$ cat config.mk
export PLATFORM = sky130hd
export DESIGN_NAME = disp_arb
export DESIGN_NICKNAME = d
export VERILOG_FILES = /design/src/rtl/disp_arb.sv
export SDC_FILE = /design/constraint.sdc
export NUM_CORES = 1
export LEC_CHECK = 0
export CORE_MARGIN = 3
export CORE_UTILIZATION = 35
export DETAILED_ROUTE_END_ITERATION = 6
export SYNTH_ARGS = -nofsm -noshare
export SYNTH_HDL_FRONTEND = slang
export SYNTH_SLANG_ARGS = --single-unit
$ cat constraint.sdc
create_clock -name clk -period 2.45 [get_ports clk]
set_input_delay 0.735 -clock clk [delete_from_list [all_inputs] [get_ports clk]]
set_output_delay 0.735 -clock clk [all_outputs]
set_load 0.05 [all_outputs]
$ cat src/rtl/disp_arb.sv
// Two-requester display arbiter: grants one owner at a time with a minimum tenure,
// forwards the owner's value pair to the seg driver and flags every change of owner.
module disp_arb #(
  parameter int HOLD_CYC = 50_000_000,
  parameter int W        = 8
) (
  input  logic         clk,
  input  logic         rst,
  input  logic         req0,
  input  logic [W-1:0] dat1_0,
  input  logic [W-1:0] dat2_0,
  input  logic         req1,
  input  logic [W-1:0] dat1_1,
  input  logic [W-1:0] dat2_1,
  output logic         gnt0,
  output logic         gnt1,
  output logic [W-1:0] dat1_out,
  output logic [W-1:0] dat2_out,
  output logic         sw_pulse
);

  typedef enum logic [1:0] {IDLE, OWN0, OWN1} state_t;

  localparam logic [25:0] HOLD_MAX = 26'(HOLD_CYC - 1);

  state_t         state_q, state_d;
  logic [25:0]    hold_cnt_q;
  logic           last_owner_q;
  logic           gnt0_q, gnt1_q, sw_pulse_q;
  logic [W-1:0]   dat1_q, dat2_q;
  logic           hold_done;
  logic           owner_change;

  assign hold_done    = (hold_cnt_q == HOLD_MAX);
  assign owner_change = (state_d != IDLE) && (state_d != state_q);

  always_comb begin
    state_d = state_q;
    case (state_q)
      IDLE: begin
        // On a tie the requester that did not own the display last wins.
        if (req0 && req1)  state_d = last_owner_q ? OWN0 : OWN1;
        else if (req0)     state_d = OWN0;
        else if (req1)     state_d = OWN1;
      end
      OWN0: begin
        if (!req0)                  state_d = req1 ? OWN1 : IDLE;
        else if (req1 && hold_done) state_d = OWN1;
      end
      OWN1: begin
        if (!req1)                  state_d = req0 ? OWN0 : IDLE;
        else if (req0 && hold_done) state_d = OWN0;
      end
      default: state_d = IDLE;
    endcase
  end

  always_ff @(posedge clk) begin
    if (rst) begin
      state_q      <= IDLE;
      gnt0_q       <= 1'b0;
      gnt1_q       <= 1'b0;
      sw_pulse_q   <= 1'b0;
      hold_cnt_q   <= '0;
      last_owner_q <= 1'b1;
      dat1_q       <= W'(12);
      dat2_q       <= W'(34);
    end else begin
      state_q    <= state_d;
      gnt0_q     <= (state_d == OWN0);
      gnt1_q     <= (state_d == OWN1);
      sw_pulse_q <= owner_change;

      if (owner_change) begin
        hold_cnt_q   <= '0;
        last_owner_q <= (state_d == OWN1);
      end else if (state_q != IDLE && !hold_done) begin
        hold_cnt_q <= hold_cnt_q + 26'd1;
      end

      // Data follows the next owner so values and grant move on the same edge;
      // in IDLE the last values stay up and the display never blanks.
      if (state_d == OWN0) begin
        dat1_q <= dat1_0;
        dat2_q <= dat2_0;
      end else if (state_d == OWN1) begin
        dat1_q <= dat1_1;
        dat2_q <= dat2_1;
      end
    end
  end

  assign gnt0     = gnt0_q;
  assign gnt1     = gnt1_q;
  assign sw_pulse = sw_pulse_q;
  assign dat1_out = dat1_q;
  assign dat2_out = dat2_q;

endmodule

==> flow_metrics.tcl, run 1 <==
set metrics [dict create \
    fin_crit_ps 2630 \
    period_share 1.07 \
    layout_commonest_cell "clkdlybuf4s50_1" \
    r2r_slack_ps -180 \
    num_vias 2276 \
    fmax_ghz 0.381 \
    power_mw 2.07 \
    syn_area_sq_um 2470 \
    gp_congestion 0.795 \
    nets 414 \
    power_density_nw_per_um2 540 \
    numCtsBuffers 5 \
    startpoint "hold_cnt_q[8]" \
    cp_data_required_time_ps 2640 \
    wirelength_um 6380 \
    antenna_found_initial 0 \
    die_x_um 90.0 \
    synthToLayoutAreaGrowth_pct 55.0 \
    violations "negative setup slack" \
    hold_buffers 0 \
    setup_tns_ps -4930 \
    path_class "flip-flop to flip-flop" \
    clockBufferDepth 2 \
    worst_r2r_endpoint "hold_cnt_q[5]" \
    postRouteAntennaNets 0 \
    syn_inst 266 \
    start_util 0.374 \
    cts_root_buffer "clkbuf_8" \
    drive_gt1_frac 0.309 \
    syn_nets 306 \
    worstPathArrival_ps 2810 \
    io_buffers 54 \
    skew_ps 6.04 \
    grt_pass1_wl_um 10500 \
    drc_errors 0 \
    dr.pass1.iters 6 \
    track_usage 0.156 \
    critPathCaptureType "flip-flop" \
    clk_latency_ps 300 \
    first_iter_violations 66 \
    grt_start_max_net_pins 33 \
    slew_headroom 0.571 \
    core_area_sq_um 6600 \
    num_antenna_cells 0 \
    ios 55 \
    worstReg2RegStart "hold_cnt_q[8]" \
    synth_enable_flop_cells 0 \
    timing.final.ws_setup_ps -177 \
    async_flop_share 0 \
    dieArea_sq_um 8100 \
    wl_per_cell_um 13.6 \
    reg2reg_depth 11 \
    hold_class "flip-flop to flip-flop" \
    cts_tree "done" \
    dpl_worst_slack_ps -450 \
    synthFlopType "dfxtp_1" \
    worst_slew_pin_slew_ps 643 \
    ys_seq_area_frac 0.389 \
    setup_viol 42 \
    cts_sinks 48 \
    std_cell_rows 29 \
    crit_path_start_kind "flip-flop" \
    peakVddDrop_uv 304 \
    maxSlewViolCount 0 \
    chipHeight_um 90.0 \
    yosysWarnings 0 \
    cap_violations 0 \
    status "finished with violations" \
    yosysUniqueCellTypes 51 \
    grt_pass1_vias 2146 \
    finalHoldViolCount 0 \
    overflow 0 \
    ys_ff_latch 48 \
    dp_hpwl_um 4350 \
    cts.reportedPaths.clkPinSlew_ps 90 \
    mostFrequentLayoutCells "clkdlybuf4s50_1 (54), buf_4 (46), dfxtp_1 (42)" \
    synth.avg_cell_area_sq_um 9.28 \
    cts_max_level 2 \
    path_max_fanout 6 \
    via_per_inst 4.86 \
    critPathCapture "hold_cnt_q[5]" \
    rsz0062_at_grt "true" \
    power_leakage_nw 1.46 \
]
## worst min-delay path by stage
stage,start,to,slack (ps),cells past startpoint
global placement,dat1_out[2],dat1_out[2],450,2
CTS,dat2_out[3],dat2_out[3],490,2
floorplan,hold_cnt_q[5],hold_cnt_q[5],450,2
global route,dat1_out[7],dat1_out[7],510,2
detailed placement,dat1_out[3],dat1_out[3],460,2
finish,dat1_out[2],dat1_out[2],470,2
## sequential cells by signal, summed over array words and instances (netlist names)
signal,count
sw_pulse,1
last_owner_q,1
gnt0,1
gnt1,1
state_q,2
dat2_out,8
hold_cnt_q,26
dat1_out,8
## where the power goes
group          internal (mW)  total (mW)  switching [mW]  leakage, nW
clock network          0.226       0.490           0.264       0.0510
logic                  0.332       0.714           0.382         1.01
registers              0.833       0.864          0.0311        0.395
## kinds of logic after synthesis
kind of cell / count (synthesis) / share of synthesized area
multiplexers: 18 / 0.0730
adder cells (fa/ha/maj): 4 / 0.0203
buffers and inverters: 21 / 0.0532
AO/OA/AOI/OAI: 45 / 0.138
flip-flops: 48 / 0.389
AND/OR/NAND/NOR: 113 / 0.266
XOR/XNOR: 17 / 0.0603
## Yosys cell counts (all sizes together) (4+ instances only)
cell type  instances  area (sq um)
nor3              14           106
mux2i             18           180
o21ai              8          55.1
buf                8          62.6
nand3              5          25.0
xnor2             14           123
nand4              8          92.6
a21oi              6          30.0
ha                 4          50.1
a211oi            13          97.6
o31ai              5          37.5
clkbuf             6          42.5
and4               5          45.0
or4                5          37.5
nor2              39           154
dfxtp             48           961
inv                7          26.3
nand2             22          82.6
## per-stage QoR
stage	cell area, sq um	hold WS [ps]	instances	utilization
3_5_place_dp	3440	459	446	0.521
4_1_cts	3700	489	460	0.560
6_report	3830	469	468	0.580
3_3_place_gp	3440	454	446	0.521
2_1_floorplan	2510	448	266	-
5_1_grt	3830	510	468	0.580
## critical path, stage by stage, from the launching register on
cell     delay, ps
dfxtp_2        350
nor4_4         290
nand4_2        140
or2_4          280
mux2i_1        130
a211o_1        260
ha_2           180
or3_4          390
o21ai_4        200
buf_6          140
buf_6          120
a21oi_1         40
## per-layer routing
metal	track usage	part of all wire	wire (um)	up-vias
li1	-	-	-	1162
met2	0.255	0.48	3050	40
met3	0.0301	0.032	201	7
met1	0.211	0.48	3040	1067
met5	0	0	0	-
met4	0.0421	0.014	87	0
## cell type report
cell class / instances / area (sq um)
fillers: 614 / 2780
multi-input cells: 197 / 1490
repair buffers: 115 / 1140
flip-flops and latches: 48 / 971
well taps: 93 / 116
clock buffers: 6 / 82.6
inverters: 7 / 26.3
clock inverters: 2 / 10.0
## what timing repair did
action	CTS	global route
setup buffers	4	7
cloned	2	1
setup endpoints to repair	32	44
pin swaps	13	18
gates resized for setup	16	18
Note: power is estimated with default switching activity, not from simulation.
==> run 2, diff against run 1 <==
--- a/config.mk
+++ b/config.mk
@@ -5,6 +5,8 @@
 export SDC_FILE = /design/constraint.sdc
 export NUM_CORES = 1
 export LEC_CHECK = 0
+export CAP_MARGIN = 20
+export CORE_ASPECT_RATIO = 0.9
 export CORE_MARGIN = 3
 export CORE_UTILIZATION = 35
 export DETAILED_ROUTE_END_ITERATION = 6
==> run 2 against run 1 <==
Net effect:
- the run still ends with negative setup slack left
- clock-buffer cell count is 1 lower
- register-to-register slack improved by 70 ps
- non-clock buffer count fell by 6
- wire length down 6.7%
- global-route usage fell by 0.78 points
- cell area fell by 3.6%
- setup slack improved by 52 ps
- total power is 0.32% higher
- die area barely moved
- clock skew up 4.9 ps
- flip-flop and latch count unchanged
- largest cell class unchanged
- largest power group unchanged
==> flow_metrics.tcl, run 2 (synthesis results as in run 1) <==
set metrics [dict create \
    power_density_nw_per_um2 562 \
    dr.pass1.iters 4 \
    wl_per_cell_um 13.0 \
    ios 55 \
    grt_start_max_net_pins 27 \
    cts_root_buffer "clkbuf_8" \
    cts_max_level 2 \
    hold_class "flip-flop to flip-flop" \
    largest_reg_flops 26 \
    cts.reportedPaths.clkPinSlew_ps 100 \
    worstPathArrival_ps 2770 \
    nets 408 \
    clockBufferDepth 2 \
    finalHoldViolCount 0 \
    mostFrequentLayoutCells "clkdlybuf4s50_1 (54), buf_4 (48), dfxtp_1 (43)" \
    io_buffers 54 \
    wirelength_um 5950 \
    maxSlewViolCount 0 \
    rsz0062_at_grt "true" \
    status "finished with violations" \
    gp_congestion 0.782 \
    grt_pass1_vias 2068 \
    hold_buffers 0 \
    crit_path_start_kind "input port" \
    via_per_inst 4.81 \
    peakVddDrop_uv 327 \
    overflow 0 \
    setup_viol 37 \
    synthToLayoutAreaGrowth_pct 49.4 \
    first_iter_violations 74 \
    power_mw 2.07 \
    hold_ws_ps 481 \
    num_antenna_cells 0 \
    dieArea_sq_um 8100 \
    path_max_fanout 17 \
    setup_tns_ps -3240 \
    timing.final.ws_setup_ps -125 \
    start_util 0.369 \
    die_x_um 94.5 \
    violations "negative setup slack" \
    chipHeight_um 85.7 \
    clk_latency_ps 300 \
    drive_gt1_frac 0.293 \
    instances_no_fill 459 \
    antenna_found_initial 0 \
    critPathCaptureType "flip-flop" \
    cts_sinks 48 \
    grt_pass1_wl_um 9600 \
    power_leakage_nw 1.41 \
    num_vias 2207 \
    slew_headroom 0.597 \
    cts_tree "done" \
    numCtsBuffers 5 \
    cp_data_required_time_ps 2650 \
    skew_ps 10.9 \
    dp_hpwl_um 4460 \
    fmax_ghz 0.388 \
    cap_violations 0 \
    worst_slew_pin_slew_ps 604 \
    period_share 1.05 \
    path_class "input port to flip-flop" \
    fin_crit_ps 2570 \
    dp.cells 443 \
    largest-register "hold_cnt_q" \
    std_cell_rows 28 \
    layout_commonest_cell "clkdlybuf4s50_1" \
    postRouteAntennaNets 0 \
    drc_errors 0 \
    core_area_sq_um 6690 \
    track_usage 0.148 \
]
[run 2: report_power, final]
group	internal (mW)	leakage, nW	total, mW	switching (mW)
sequential	0.832	0.395	0.862	0.0300
clock	0.303	0.0585	0.571	0.268
combinational	0.278	0.953	0.641	0.363
[run 2: final cells by class]
| cell class | instances | area [sq um] |
|---|---|---|
| Tap cell | 90 | 113 |
| Clock inverter | 3 | 41.3 |
| Timing Repair Buffer | 109 | 1010 |
| Inverter | 7 | 26.3 |
| Fill cell | 612 | 3000 |
| Clock buffer | 5 | 68.8 |
| Sequential cell | 48 | 972 |
| Multi-Input combinational cell | 197 | 1460 |
[run 2: stage by stage]
step / instance area (sq um) / setup WS [ps] / utilization
final: 3690 / -125 / 0.551
after global routing: 3690 / -268 / 0.551
after CTS: 3610 / -142 / 0.540
after detailed placement: 3430 / -428 / 0.512
after global placement: 3430 / -388 / 0.512
after floorplan: 2510 / -109 / -
[run 2: worst paths after layout]
kind,start,endpoint,slack (ps),cells past startpoint
worst max-delay path,req1,hold_cnt_q[13],-120,8
worst min-delay path,dat2_out[1],dat2_out[1],480,2
worst max register to register,hold_cnt_q[11],hold_cnt_q[13],-110,10
worst min register to register,dat2_out[1],dat2_out[1],480,2
[run 2: worst max-delay path: stages]
cell and delay (ps):
clkdlybuf4s50_1 490, nor2b_1 200, a211o_1 320, ha_2 190, or3_4 380, o21ai_4 210
buf_12 180, nor2_1 60
[run 2: routing by layer]
metal	track usage	routed length (um)	share of wire	vias up
met1	0.195	2770	0.47	1010
met4	0.0393	59	0.0099	0
met3	0.0298	180	0.030	5
met2	0.248	2940	0.49	40
met5	0	0	0	-
li1	-	-	-	1152
[run 2: timing repair]
action | CTS | global route
endpoints found under the setup margin | 43 | 44
pin swaps | 3 | 9
setup buffers | 3 | 5
gates resized for setup | 14 | 14
==> run 3, diff against run 2 <==
--- a/config.mk
+++ b/config.mk
@@ -7,7 +7,6 @@
 export LEC_CHECK = 0
 export CAP_MARGIN = 20
 export CORE_ASPECT_RATIO = 0.9
-export CORE_MARGIN = 3
 export CORE_UTILIZATION = 35
 export DETAILED_ROUTE_END_ITERATION = 6
 export SYNTH_ARGS = -nofsm -noshare
==> run 3 against run 2 <==
Net effect:
- the flow still finishes with violations (negative setup slack)
- combinational power is 5.6% higher
- die area is 8.7% lower
- clock power is 7.0% higher
- clock skew is 3.6 ps higher
- cell count is 1.3% lower
- clock-buffer cell count is 1 higher
- setup slack worse by 62 ps
- worst hold slack worse by 2.2 ps
- sequential share of layout area is 0.20 points lower
- wire length is 1.1% higher
- cell area is 0.37% higher
- largest power group unchanged
==> flow_metrics.tcl, run 3 (synthesis results as in run 1) <==
set metrics [dict create \
    largest_reg_flops 26 \
    dieArea_sq_um 7390 \
    die_x_um 90.5 \
    path_class "flip-flop to flip-flop" \
    dp.cells 437 \
    fmax_ghz 0.379 \
    drc_errors 0 \
    std_cell_rows 28 \
    path_max_fanout 17 \
    violations "negative setup slack" \
    dpl_worst_slack_ps -442 \
    setup_viol 41 \
    num_vias 2222 \
    grt_start_max_net_pins 33 \
    chipHeight_um 81.7 \
    core_area_sq_um 6690 \
    numCtsBuffers 5 \
    skew_ps 14.5 \
    utilization 0.553 \
    clockBufferDepth 2 \
    finalHoldViolCount 0 \
    io_buffers 54 \
    first_iter_violations 88 \
    antenna_found_initial 0 \
    hold_ws_ps 479 \
    drive_gt1_frac 0.275 \
    cp_data_required_time_ps 2650 \
    cts_root_buffer "clkbuf_8" \
    wl_per_cell_um 13.3 \
    rsz0062_at_grt "true" \
    start_util 0.369 \
    wirelength_um 6010 \
    cts_max_level 2 \
    grt_pass1_vias 2055 \
    grt_pass1_wl_um 9990 \
    cap_violations 0 \
    cts_tree "done" \
    instances_no_fill 453 \
    power_leakage_nw 1.37 \
    crit_path_start_kind "flip-flop" \
    final.fill_count 591 \
    critPathCaptureType "flip-flop" \
    synthToLayoutAreaGrowth_pct 50.0 \
    largest-register "hold_cnt_q" \
    cts_sinks 48 \
    worstPathArrival_ps 2830 \
    num_antenna_cells 0 \
    status "finished with violations" \
    period_share 1.08 \
    fin_crit_ps 2640 \
    postRouteAntennaNets 0 \
    maxSlewViolCount 0 \
    dr.pass1.iters 4 \
    nets 402 \
    dp_hpwl_um 4190 \
    peakVddDrop_uv 330 \
    clk_latency_ps 310 \
    slew_headroom 0.556 \
    track_usage 0.172 \
    hold_class "flip-flop to flip-flop" \
    ios 55 \
    gp_congestion 0.824 \
    timing.final.ws_setup_ps -187 \
    via_per_inst 4.91 \
    cts.reportedPaths.clkPinSlew_ps 90 \
    worst_slew_pin_slew_ps 666 \
    overflow 0 \
    mostFrequentLayoutCells "clkdlybuf4s50_1 (54), dfxtp_1 (44), buf_4 (40)" \
    power_density_nw_per_um2 582 \
    layout_commonest_cell "clkdlybuf4s50_1" \
]
[run 3: power by group]
part           total, mW  internal, mW  switching, mW  leakage, nW
registers          0.866         0.833         0.0336        0.394
logic              0.677         0.304          0.373        0.917
clock network      0.611         0.334          0.277       0.0614
total               2.15          1.47          0.683         1.37
[run 3: layer usage]
metal / track usage / vias up / wire (um)
li1: - / 1146 / -
met1: 0.247 / 1035 / 3070
met2: 0.255 / 34 / 2720
met3: 0.0352 / 7 / 141
met4: 0.0581 / 0 / 80
met5: 0 / - / 0
[run 3: final timing paths]
kind	from	endpoint	slack (ps)	cells after the start
max	hold_cnt_q[11]	hold_cnt_q[1]	-190	10
min	dat1_out[2]	dat1_out[2]	480	2
max reg2reg	hold_cnt_q[11]	hold_cnt_q[1]	-190	10
min reg2reg	dat1_out[2]	dat1_out[2]	480	2
[run 3: per-stage QoR]
step | setup TNS [ps] | cell area, sq um | power, mW
2_1_floorplan | -2160 | 2510 | 1.25
3_3_place_gp | -13910 | 3390 | 1.47
3_5_place_dp | -15240 | 3390 | 1.47
4_1_cts | -4500 | 3630 | 2.14
5_1_grt | -9970 | 3700 | 2.27
6_report | -4840 | 3700 | 2.15
[run 3: area by class of cell]
type	count	area, sq um	area share
Clock inverter	2	38.8	0.0105
Inverter	7	26.3	0.00710
Clock buffer	6	82.6	0.0223
Tap cell	90	113	0.0304
Multi-Input combinational cell	197	1470	0.396
Sequential cell	48	968	0.262
Timing Repair Buffer	103	1010	0.272
[run 3: repair_timing]
action / 4_1_cts / 5_1_grt
cloned: 2 / 1
hold buffers: 0 / 0
pin swaps: 10 / 16
hold endpoints to repair: 0 / 0
endpoints found under the setup margin: 44 / 44
gates resized for setup: 13 / 11
setup buffers: 3 / 3
[run 3: critical path, cell delays in order (launching register included)]
cell and delay, ps:
dfxtp_4 360, nor4_4 310, nand4_2 170, or2_4 270, mux2i_2 160, a211o_1 260, ha_2 180, or3_4 380
o21ai_4 190, buf_12 180, nor2_1 50
